**config.mk**
```make
export PLATFORM = sky130hd
export DESIGN_NAME = piano_voice_n
export DESIGN_NICKNAME = d
export VERILOG_FILES = /design/src/rtl/piano_voice_n.sv
export SDC_FILE = /design/constraint.sdc
export NUM_CORES = 1
export LEC_CHECK = 0
export ABC_AREA = 1
export CORE_MARGIN = 2
export CORE_UTILIZATION = 35
export CTS_BUF_LIST = sky130_fd_sc_hd__clkbuf_8 sky130_fd_sc_hd__clkbuf_16
export DETAILED_ROUTE_END_ITERATION = 10
export PLACE_DENSITY = 0.53
export SYNTH_ARGS = -nofsm -noshare
export SYNTH_HDL_FRONTEND = slang
export SYNTH_SLANG_ARGS = --single-unit
```
**constraint.sdc**
```tcl
create_clock -name clk -period 2 [get_ports clk]
set_clock_uncertainty 0.05 [all_clocks]
set_input_delay 0.2 -clock clk [delete_from_list [all_inputs] [get_ports clk]]
set_output_delay 0.2 -clock clk [all_outputs]
set_load 0.005 [all_outputs]
```
**src/rtl/piano_voice_n.sv**
```systemverilog
// piano_voice_n: N debounced keys drive one PWM-gated square-wave voice with last-pressed-wins and a sustain tail
module piano_voice_n #(
  parameter int NKEYS = 4,
  parameter int WIDTH = 15,
  parameter logic [NKEYS*WIDTH-1:0] HALF_PERIODS = {4{15'd13378}},
  parameter int DEBOUNCE = 35000,
  parameter int DBW = 16,
  parameter int SUSTAIN = 700000,
  parameter int SW = 20,
  parameter int VOLW = 8,
  localparam int NW = NKEYS > 1 ? $clog2(NKEYS) : 1
) (
  input  logic            clk,
  input  logic            rst_n,
  input  logic [NKEYS-1:0] keys,
  input  logic [1:0]      octave,
  input  logic [VOLW-1:0] volume,
  output logic            buzzer,
  output logic            active,
  output logic [NW-1:0]   note
);
  typedef enum logic [1:0] {IDLE, PLAY, SUST} state_t;
  state_t state, state_n;
  logic [NKEYS-1:0] s1, s2, deb, deb_q, press, rel;
  logic [DBW-1:0] dcnt [NKEYS];
  logic [SW-1:0] scnt;
  logic [WIDTH-1:0] tcnt, hp, sh, load;
  logic [VOLW-1:0] p;
  logic [NW-1:0] note_n;
  logic wave, restart;
  function automatic logic [NW-1:0] lowest(input logic [NKEYS-1:0] v);
    lowest = '0;
    for (int i = NKEYS - 1; i >= 0; i--) if (v[i]) lowest = NW'(i);
  endfunction
  // a key's debounced level follows the synced level only after DEBOUNCE disagreeing cycles in a row
  always_ff @(posedge clk) begin
    if (!rst_n) begin
      s1 <= '0;
      s2 <= '0;
      deb <= '0;
      deb_q <= '0;
      for (int i = 0; i < NKEYS; i++) dcnt[i] <= '0;
    end else begin
      s1 <= keys;
      s2 <= s1;
      deb_q <= deb;
      for (int i = 0; i < NKEYS; i++) begin
        if (s2[i] == deb[i]) dcnt[i] <= '0;
        else if (dcnt[i] == DBW'(DEBOUNCE - 1)) begin
          dcnt[i] <= '0;
          deb[i] <= s2[i];
        end else dcnt[i] <= dcnt[i] + 1'b1;
      end
    end
  end
  assign press = deb & ~deb_q;
  assign rel = ~deb & deb_q;
  always_comb begin
    state_n = state;
    note_n = note;
    case (state)
      IDLE: if (|press) begin
        state_n = PLAY;
        note_n = lowest(press);
      end
      PLAY: if (|press) note_n = lowest(press);
        else if (deb == '0) state_n = SUST;
        else if (rel[note]) note_n = lowest(deb);
      SUST: if (|press) begin
        state_n = PLAY;
        note_n = lowest(press);
      end else if (scnt == SW'(1)) state_n = IDLE;
      default: state_n = IDLE;
    endcase
  end
  assign restart = (state_n == PLAY) && ((|press) || (note_n != note));
  assign hp = HALF_PERIODS[int'(note_n)*WIDTH +: WIDTH];
  assign sh = hp >> octave;
  assign load = (sh == '0) ? WIDTH'(1) : sh;
  always_ff @(posedge clk) begin
    if (!rst_n) begin
      state <= IDLE;
      note <= '0;
      active <= 1'b0;
      buzzer <= 1'b0;
      wave <= 1'b0;
      tcnt <= '0;
      scnt <= '0;
      p <= '0;
    end else begin
      state <= state_n;
      note <= note_n;
      active <= (state_n != IDLE);
      p <= p + 1'b1;
      buzzer <= (state != IDLE) & wave & (p < volume);
      scnt <= (state == PLAY && state_n == SUST) ? SW'(SUSTAIN) :
              (state == SUST && scnt != '0) ? scnt - 1'b1 : scnt;
      if (restart) begin
        wave <= 1'b0;
        tcnt <= load;
      end else if (state == IDLE) wave <= 1'b0;
      else if (tcnt == WIDTH'(1)) begin
        wave <= ~wave;
        tcnt <= load;
      end else tcnt <= tcnt - 1'b1;
    end
  end
endmodule

```
==> results.env, run 1 <==
YOSYS_MOST_USED_DFF='sky130_fd_sc_hd__dfxtp_1'
POWER.DENSITY_CELL_AREA_nW_PER_UM2=627
DRTPASS1ITERATIONS=5
YOSYS-TOP-CELLS-AREA='sky130_fd_sc_hd__edfxtp_1 (27%), sky130_fd_sc_hd__dfxtp_1 (18%), sky130_fd_sc_hd__nand2_1 (8.7%), sky130_fd_sc_hd__inv_1 (8.6%), sky130_fd_sc_hd__nor2_1 (6.5%)'
CTS_BUFFERS=17
CLOCK_TREE.BUFFER_DEPTH=2
SYNTH.LARGEST_AREA_CELL='sky130_fd_sc_hd__edfxtp_1'
DIE-AREA_UM2=21600
AVGSYNTHCELLAREA_UM2=7.62
CTS_MAX_LEVEL=4
INSTANCES_NO_FILL=1475
DESIGN.CORE.AREA_UM2=20200
WORSTPATHMAXFANOUT=2
WARNINGS_SYNTHESIS=0
DETAIL_ROUTE.WIRELENGTH.MET1_UM=8060
TRITONCTS_CLOCK_TREE='built'
ANTENNADIODECOUNT=0
FINALHOLDVIOLCOUNT=0
GRT_START_MAX_NET_PINS=32
SYNTH_EDF_COUNT=64
PRE_CTS_WS_NS=-0.727
MAX_CAP_VIOLATIONS=0
NUMBER_OF_PLACED_INSTANCES_TAPS_INCLUDED=1398
DIE-HEIGHT_UM=147
FIRST_GLOBAL_VIAS=6212
FINAL_WEIGHTED_CONGESTION_IN_ROUTABILITY_DRIVEN_PLACEMENT=0.773
FILLER_INSTANCES=1942
GRT_UTIL_ALL_LAYERS_PCT=15.5
SYNTH_SEQUENTIAL_AREA_RATIO_PCT=45.2
FINAL_LAYOUT_SIZE_SUFFIX_GT1_SHARE_PCT=30.0
HORIZONTAL_DIE_DIMENSION_UM=147
IO_PINS=20
ANT_NETS=0
PLACEMENTROWS=52
CP-END-KIND='flip-flop'
WORST_EP_REQUIRED_TIME_NS=2.12
FMAX_MHz=460
SETUP_VIOL=18
DRT_WL_TOTAL_UM=16900
CP_TOP_FAMILY='simple AND/OR/NAND/NOR gates'
FINAL_UTIL_PCT=52.2
ASYNC_FLOP_SHARE_PCT=0
WORST_SETUP_HOLD_PATH_CLK_SLEW_NS=0.06
WORST_SETUP_PATH_START_KIND='flip-flop'
WORST_HOLD_PATH_TYPE='primary input to flip-flop'
OUTCOME='complete, but fails checks'
DRT-VIAS-PER-INSTANCE=4.46
CP.ARRIVAL_NS=2.30
PLACE.PORT_BUFFERS=19
SYNTH.FF_LATCH_COUNT=130
YS_TYPES=43
DPL.HPWL_UM=11200
ROUTED-VIA-COUNT=6573
MET3_WIRELENGTH_UM=455
FINAL_NETS=1231
INITIAL_UTILIZATION_PCT=35.5
CPMOSTUSEDCELL='sky130_fd_sc_hd__nand2_2'
GRT_SETUP_UNREPAIRED='yes'
DRC=0
TOP_AREA_CELL_TYPE_SHARE_OF_THE_NETLIST_AREA_PCT=26.8
SYNTH_COMMON_CELLS='sky130_fd_sc_hd__nand2_1 (167), sky130_fd_sc_hd__inv_1 (164), sky130_fd_sc_hd__nor2_1 (125), sky130_fd_sc_hd__dfxtp_1 (66), sky130_fd_sc_hd__a21oi_1 (65)'
VIOLATIONS='setup timing'
HIGHEST_METAL_LAYER_WITH_SIGNAL_WIRES='met4'
BUF_INV_ON_CP=1
PERIOD_MINUS_SLACK_NS=2.17
MET2_LENGTH_UM=8180
TIMING_WORST_SETUP_PATH_TYPE='flip-flop to flip-flop'
SETUP_SLACK_NS=-0.174
CPPEAKSTAGEDELAY_NS=0.39
P_LEAK_uW=0.00486
GRT_OVERFLOW=0
DRT_ITER0_DRC=294
AREA_GROWTH_PCT=46.8
LAYOUT_WORST_PATH_CYCLE_SHARE_PCT=109
WIRE_PER_INST_UM=11.5
NUMCLOCKSINKS=130
CRIT_PATH_TOP_DELAY_CELL='sky130_fd_sc_hd__edfxtp_1'
CTS_ROOT_BUF='sky130_fd_sc_hd__clkbuf_16'
GLOBAL_ROUTE_WIRE_LENGTH_BEFORE_REPAIR_UM=27500
CRITICAL_PATH.CELL_CHAIN='buf_6, nand3_4, nor3b_4, nand2_2, nor2_4, nand2_2, nor3_4, nand2_2, nor2_4, nand4_1, o21ai_1, a21oi_1'
YOSYS.CELL_COUNT.TOP_TYPE='sky130_fd_sc_hd__nand2_1'
PEAKVDDDROP_uV=591
GRT_ANTENNA_BEFORE_REPAIR=0
CLKLATENCYLATEPIN_NS=0.42
SLEW_VIOLATIONS=0
SYNTH_AREA_UM2=7170
SYNTH_CELLS=941
-- where the power goes --
| group | switching [uW] | internal (uW) | total [uW] |
|---|---|---|---|
| sequential | 54.8 | 2860 | 2920 |
| clock | 1160 | 2190 | 3350 |
| combinational | 192 | 147 | 339 |
| total | 1400 | 5200 | 6600 |
-- per-layer routing --
layer	global-route usage (%)	vias to the layer above
li1	-	3522
met1	19.9	2980
met2	25.7	55
met3	3.01	16
met4	6.25	0
met5	0	-
-- cell usage in the layout (no fill, tap or decap), drive strengths merged, types with 2 or more instances in the layout --
cell / count
a21oi: 66
nand2: 179
a31oi: 4
nor2: 126
o211ai: 5
inv: 173
clkinvlp: 3
dfxtp: 66
a211oi: 2
conb: 64
nor3b: 14
xnor2: 5
xor2: 15
clkinv: 4
nor4: 13
bufinv: 3
edfxtp: 64
clkdlybuf4s50: 19
ha: 23
a21boi: 2
buf: 159
nand3: 57
nor3: 41
clkbuf: 24
nand4: 18
o21ai: 44
or2: 2
and3: 4
nand3b: 2
-- worst reg2reg max path, cell delays in order, from the launching register on --
cell                       delay, ns
sky130_fd_sc_hd__edfxtp_1       0.39
sky130_fd_sc_hd__buf_6          0.13
sky130_fd_sc_hd__nand3_4        0.07
sky130_fd_sc_hd__nor3b_4        0.22
sky130_fd_sc_hd__nand2_2        0.11
sky130_fd_sc_hd__nor2_4         0.13
sky130_fd_sc_hd__nand2_2        0.08
sky130_fd_sc_hd__nor3_4         0.20
sky130_fd_sc_hd__nand2_2        0.10
sky130_fd_sc_hd__nor2_4         0.12
sky130_fd_sc_hd__nand4_1        0.12
sky130_fd_sc_hd__o21ai_1        0.16
sky130_fd_sc_hd__a21oi_1        0.05
-- kinds of logic (layout without fill, tap and decap cells) --
family,count (synthesis),count (layout),synth area share (%)
AO/OA/AOI/OAI,127,127,9.44
XOR/XNOR,20,20,2.44
adder cells (fa/ha/maj),23,23,4.01
buffers and inverters,184,385,9.90
flip-flops,130,130,45.2
other,1,64,0.0523
AND/OR/NAND/NOR,456,456,28.9
-- final timing paths --
path	depth (start not counted)	slack, ns	from	to
max	12	-0.17	dcnt[3][0]	dcnt[3][15]
min	3	0.30	keys[0]	s1[0]
max reg2reg	12	-0.17	dcnt[3][0]	dcnt[3][15]
min reg2reg	2	0.36	s1[2]	s2[2]
-- what timing repair did --
item,CTS,global route
gates cloned,0,2
setup buffers,24,26
pin swaps,7,56
setup endpoints to repair,42,60
hold buffers,0,0
resized for setup,39,169
-- sequential cells by signal (all words and copies together) (netlist names) --
register / flops
active: 1
state: 2
scnt: 20
p: 8
dcnt: 64
s2: 4
deb_q: 4
s1: 4
deb: 4
wave: 1
tcnt: 15
note: 2
buzzer: 1
-- per-stage QoR --
| stage | hold WS [ns] | power [uW] | area, um2 | setup TNS, ns |
|---|---|---|---|---|
| global placement | 0.343 | 3240 | 8780 | -11.81 |
| global route | 0.321 | 6840 | 10500 | -6.46 |
| finish | 0.304 | 6600 | 10500 | -1.27 |
| detailed placement | 0.349 | 3240 | 8780 | -12.53 |
| floorplan | 0.248 | 3100 | 7410 | 0 |
| CTS | 0.289 | 6640 | 9750 | -0.643 |
-- cell type report --
class	instances	area (um2)	area share, %
Inverter	172	651	6.18
Tap cell	270	338	3.21
Multi-Input combinational cell	690	4140	39.3
Timing Repair inverter	2	15.0	0.143
Sequential cell	130	3260	31.0
Clock inverter	9	123	1.16
Timing Repair Buffer	179	1490	14.1
Clock buffer	23	519	4.93
Power figures use the tool's default switching activity.
==> inputs of run 2 (changes only) <==
--- a/config.mk
+++ b/config.mk
@@ -10,7 +10,9 @@
 export CORE_UTILIZATION = 35
 export CTS_BUF_LIST = sky130_fd_sc_hd__clkbuf_8 sky130_fd_sc_hd__clkbuf_16
 export DETAILED_ROUTE_END_ITERATION = 10
+export MAX_ROUTING_LAYER = met4
 export PLACE_DENSITY = 0.53
+export SLEW_MARGIN = 25
 export SYNTH_ARGS = -nofsm -noshare
 export SYNTH_HDL_FRONTEND = slang
 export SYNTH_SLANG_ARGS = --single-unit
==> results.env, run 2 (same netlist as run 1, synthesis figures left out) <==
OUTCOME='complete, but fails checks'
VIOLATIONS='setup timing'
LARGEST_REGISTER_FFS=64  # unchanged
WORST_EP_REQUIRED_TIME_NS=2.12  # about the same
TIMING_WORST_SETUP_PATH_TYPE='flip-flop to flip-flop'
ANTENNADIODECOUNT=0  # unchanged
WIRE_PER_INST_UM=11.5  # about the same
HORIZONTAL_DIE_DIMENSION_UM=147  # unchanged
ANT_NETS=0  # unchanged
INITIAL_UTILIZATION_PCT=35.5  # unchanged
WORST_SETUP_HOLD_PATH_CLK_SLEW_NS=0.06  # about the same
CTSHOLDBUFFERS=0  # unchanged
FINAL_NETS=1231  # unchanged
CTS_ROOT_BUF='sky130_fd_sc_hd__clkbuf_16'
FIRST_GLOBAL_VIAS=6213  # +0.016%
CTS_MAX_LEVEL=4  # unchanged
CRIT_PATH_TOP_DELAY_CELL='sky130_fd_sc_hd__edfxtp_1'
CRITICAL_PATH.CELL_CHAIN='buf_6, nand3_4, nor3b_4, nand2_2, nor2_4, nand2_2, nor3_4, nand2_2, nor2_4, nand4_1, o21ai_1, a21oi_1'
AREA_GROWTH_PCT=46.8  # unchanged
SETUP_VIOL=18  # unchanged
DRT_ITER0_DRC=292  # -0.68%
IO_PINS=20  # unchanged
FINAL.SETUP.TNS_NS=-1.24  # +0.0292 ns
DPL.HPWL_UM=11200  # unchanged
SLEW_VIOLATIONS=0  # unchanged
DRTPASS1ITERATIONS=4  # -1
GRT_UTIL_ALL_LAYERS_PCT=16.0  # +0.46 points
LAYOUT_WORST_PATH_CYCLE_SHARE_PCT=109  # about the same
CLKLATENCYLATEPIN_NS=0.42  # about the same
GLOBAL_ROUTE_WIRE_LENGTH_BEFORE_REPAIR_UM=27500  # unchanged
P_LEAK_uW=0.00486  # unchanged
NUMCLOCKSINKS=130  # unchanged
DIE-HEIGHT_UM=147  # unchanged
CPMOSTUSEDCELL='sky130_fd_sc_hd__nand2_2'
GRT_START_MAX_NET_PINS=32  # unchanged
POWER.DENSITY_CELL_AREA_nW_PER_UM2=627  # about the same
CP.ARRIVAL_NS=2.30  # about the same
CP-END-KIND='flip-flop'
CTS_BUFFERS=17  # unchanged
BUF_INV_ON_CP=1  # unchanged
PERIOD_MINUS_SLACK_NS=2.17  # +0.000345 ns
DIE-AREA_UM2=21600  # unchanged
DRT_WL_TOTAL_UM=16900  # about the same
FINAL_WEIGHTED_CONGESTION_IN_ROUTABILITY_DRIVEN_PLACEMENT=0.783  # +1.3%
DRC=0  # unchanged
GRT_OVERFLOW=0  # unchanged
CLOCK_TREE.BUFFER_DEPTH=2  # unchanged
DESIGN.CORE.AREA_UM2=20200  # unchanged
WORST_HOLD_PATH_TYPE='primary input to flip-flop'
ROUTED-VIA-COUNT=6571  # -0.030%
TRITONCTS_CLOCK_TREE='built'
CPPEAKSTAGEDELAY_NS=0.39  # about the same
MOST-COMMON-LAYOUT-CELLS='sky130_fd_sc_hd__inv_1 (154), sky130_fd_sc_hd__nand2_1 (143), sky130_fd_sc_hd__buf_4 (141)'
PLACE.PORT_BUFFERS=19  # unchanged
FINALHOLDVIOLCOUNT=0  # unchanged
LEADING_CELL_TYPE_IN_THE_LAYOUT_FILL_AND_TAPS_EXCLUDED='sky130_fd_sc_hd__inv_1'
SETUP_SLACK_NS=-0.175  # -0.000345 ns
MAX_CAP_VIOLATIONS=0  # unchanged
FINAL_LAYOUT_SIZE_SUFFIX_GT1_SHARE_PCT=30.0  # unchanged
GRT_SETUP_UNREPAIRED='yes'
WORSTPATHMAXFANOUT=2  # unchanged
WORST_SETUP_PATH_START_KIND='flip-flop'
FINAL_UTIL_PCT=52.2  # unchanged
PLACEMENTROWS=52  # unchanged
FILLER_INSTANCES=1942  # unchanged
HOLDWS_NS=0.303  # -0.000282 ns
DRT-VIAS-PER-INSTANCE=4.45  # about the same
GRT_ANTENNA_BEFORE_REPAIR=0  # unchanged
CP_TOP_FAMILY='simple AND/OR/NAND/NOR gates'
FMAX_MHz=460  # about the same
TOP_REGISTERS='dcnt x64, scnt x20, tcnt x15'
MAX_FLOP_REGISTER='dcnt'
PEAKVDDDROP_uV=590  # -0.22%
run 2: cell counts in the layout (fill, tap and decap cells not counted):
Identical to the previous run, type by type.
run 2: routing by layer:
metal,share of wire [%],up-vias,global-route usage [%],routed length [um]
met3,2.2,16,2.95,370
met5,0,-,-,0
met2,48,53,25.7,8200
met4,1.5,0,6.25,250
li1,-,3521,-,-
met1,48,2981,20.0,8120
run 2: area by class of cell:
class	instances	area (um2)	area share [%]
multi-input combinational	690	4140	39.3
timing repair buffer	179	1490	14.1
timing repair inverter	2	15.0	0.143
clock inverter	9	123	1.16
inverter	172	651	6.18
tap	270	338	3.21
clock buffer	23	519	4.93
sequential	130	3260	31.0
run 2: power breakdown:
group | total [uW] | switching, uW | internal, uW
clock network | 3340 | 1150 | 2190
logic | 339 | 192 | 147
registers | 2920 | 54.8 | 2860
total | 6600 | 1400 | 5200
run 2: timing repair:
action                     4_1_cts  5_1_grt
hold endpoints to repair         0        0
pin swaps                        7       56
setup endpoints to repair       42       60
buffers inserted                24       26
gates resized for setup         39      169
gates cloned                     0        2
run 2: final timing paths:
check,slack (ns),cells past startpoint,end,start
setup / recovery,-0.17,12,dcnt[3][15],dcnt[3][0]
hold / removal,0.30,3,s1[0],keys[0]
setup reg to reg,-0.17,12,dcnt[3][15],dcnt[3][0]
hold reg to reg,0.36,2,s2[2],s1[2]
run 2: worst reg2reg max path, stage by stage (launching register included):
cell,delay (ns)
sky130_fd_sc_hd__edfxtp_1,0.39
sky130_fd_sc_hd__buf_6,0.13
sky130_fd_sc_hd__nand3_4,0.07
sky130_fd_sc_hd__nor3b_4,0.22
sky130_fd_sc_hd__nand2_2,0.11
sky130_fd_sc_hd__nor2_4,0.13
sky130_fd_sc_hd__nand2_2,0.08
sky130_fd_sc_hd__nor3_4,0.20
sky130_fd_sc_hd__nand2_2,0.10
sky130_fd_sc_hd__nor2_4,0.12
sky130_fd_sc_hd__nand4_1,0.12
sky130_fd_sc_hd__o21ai_1,0.16
sky130_fd_sc_hd__a21oi_1,0.05
run 2: metrics by stage:
stage | area (um2) | total power, uW | cells | setup WS, ns
after floorplan | 7410 | 3100 | 1004 | 0.0141
after global placement | 8780 | 3240 | 1398 | -0.640
after detailed placement | 8780 | 3240 | 1398 | -0.727
after CTS | 9750 | 6640 | 1454 | -0.112
after global routing | 10500 | 6840 | 1475 | -0.297
final | 10500 | 6600 | 1475 | -0.175
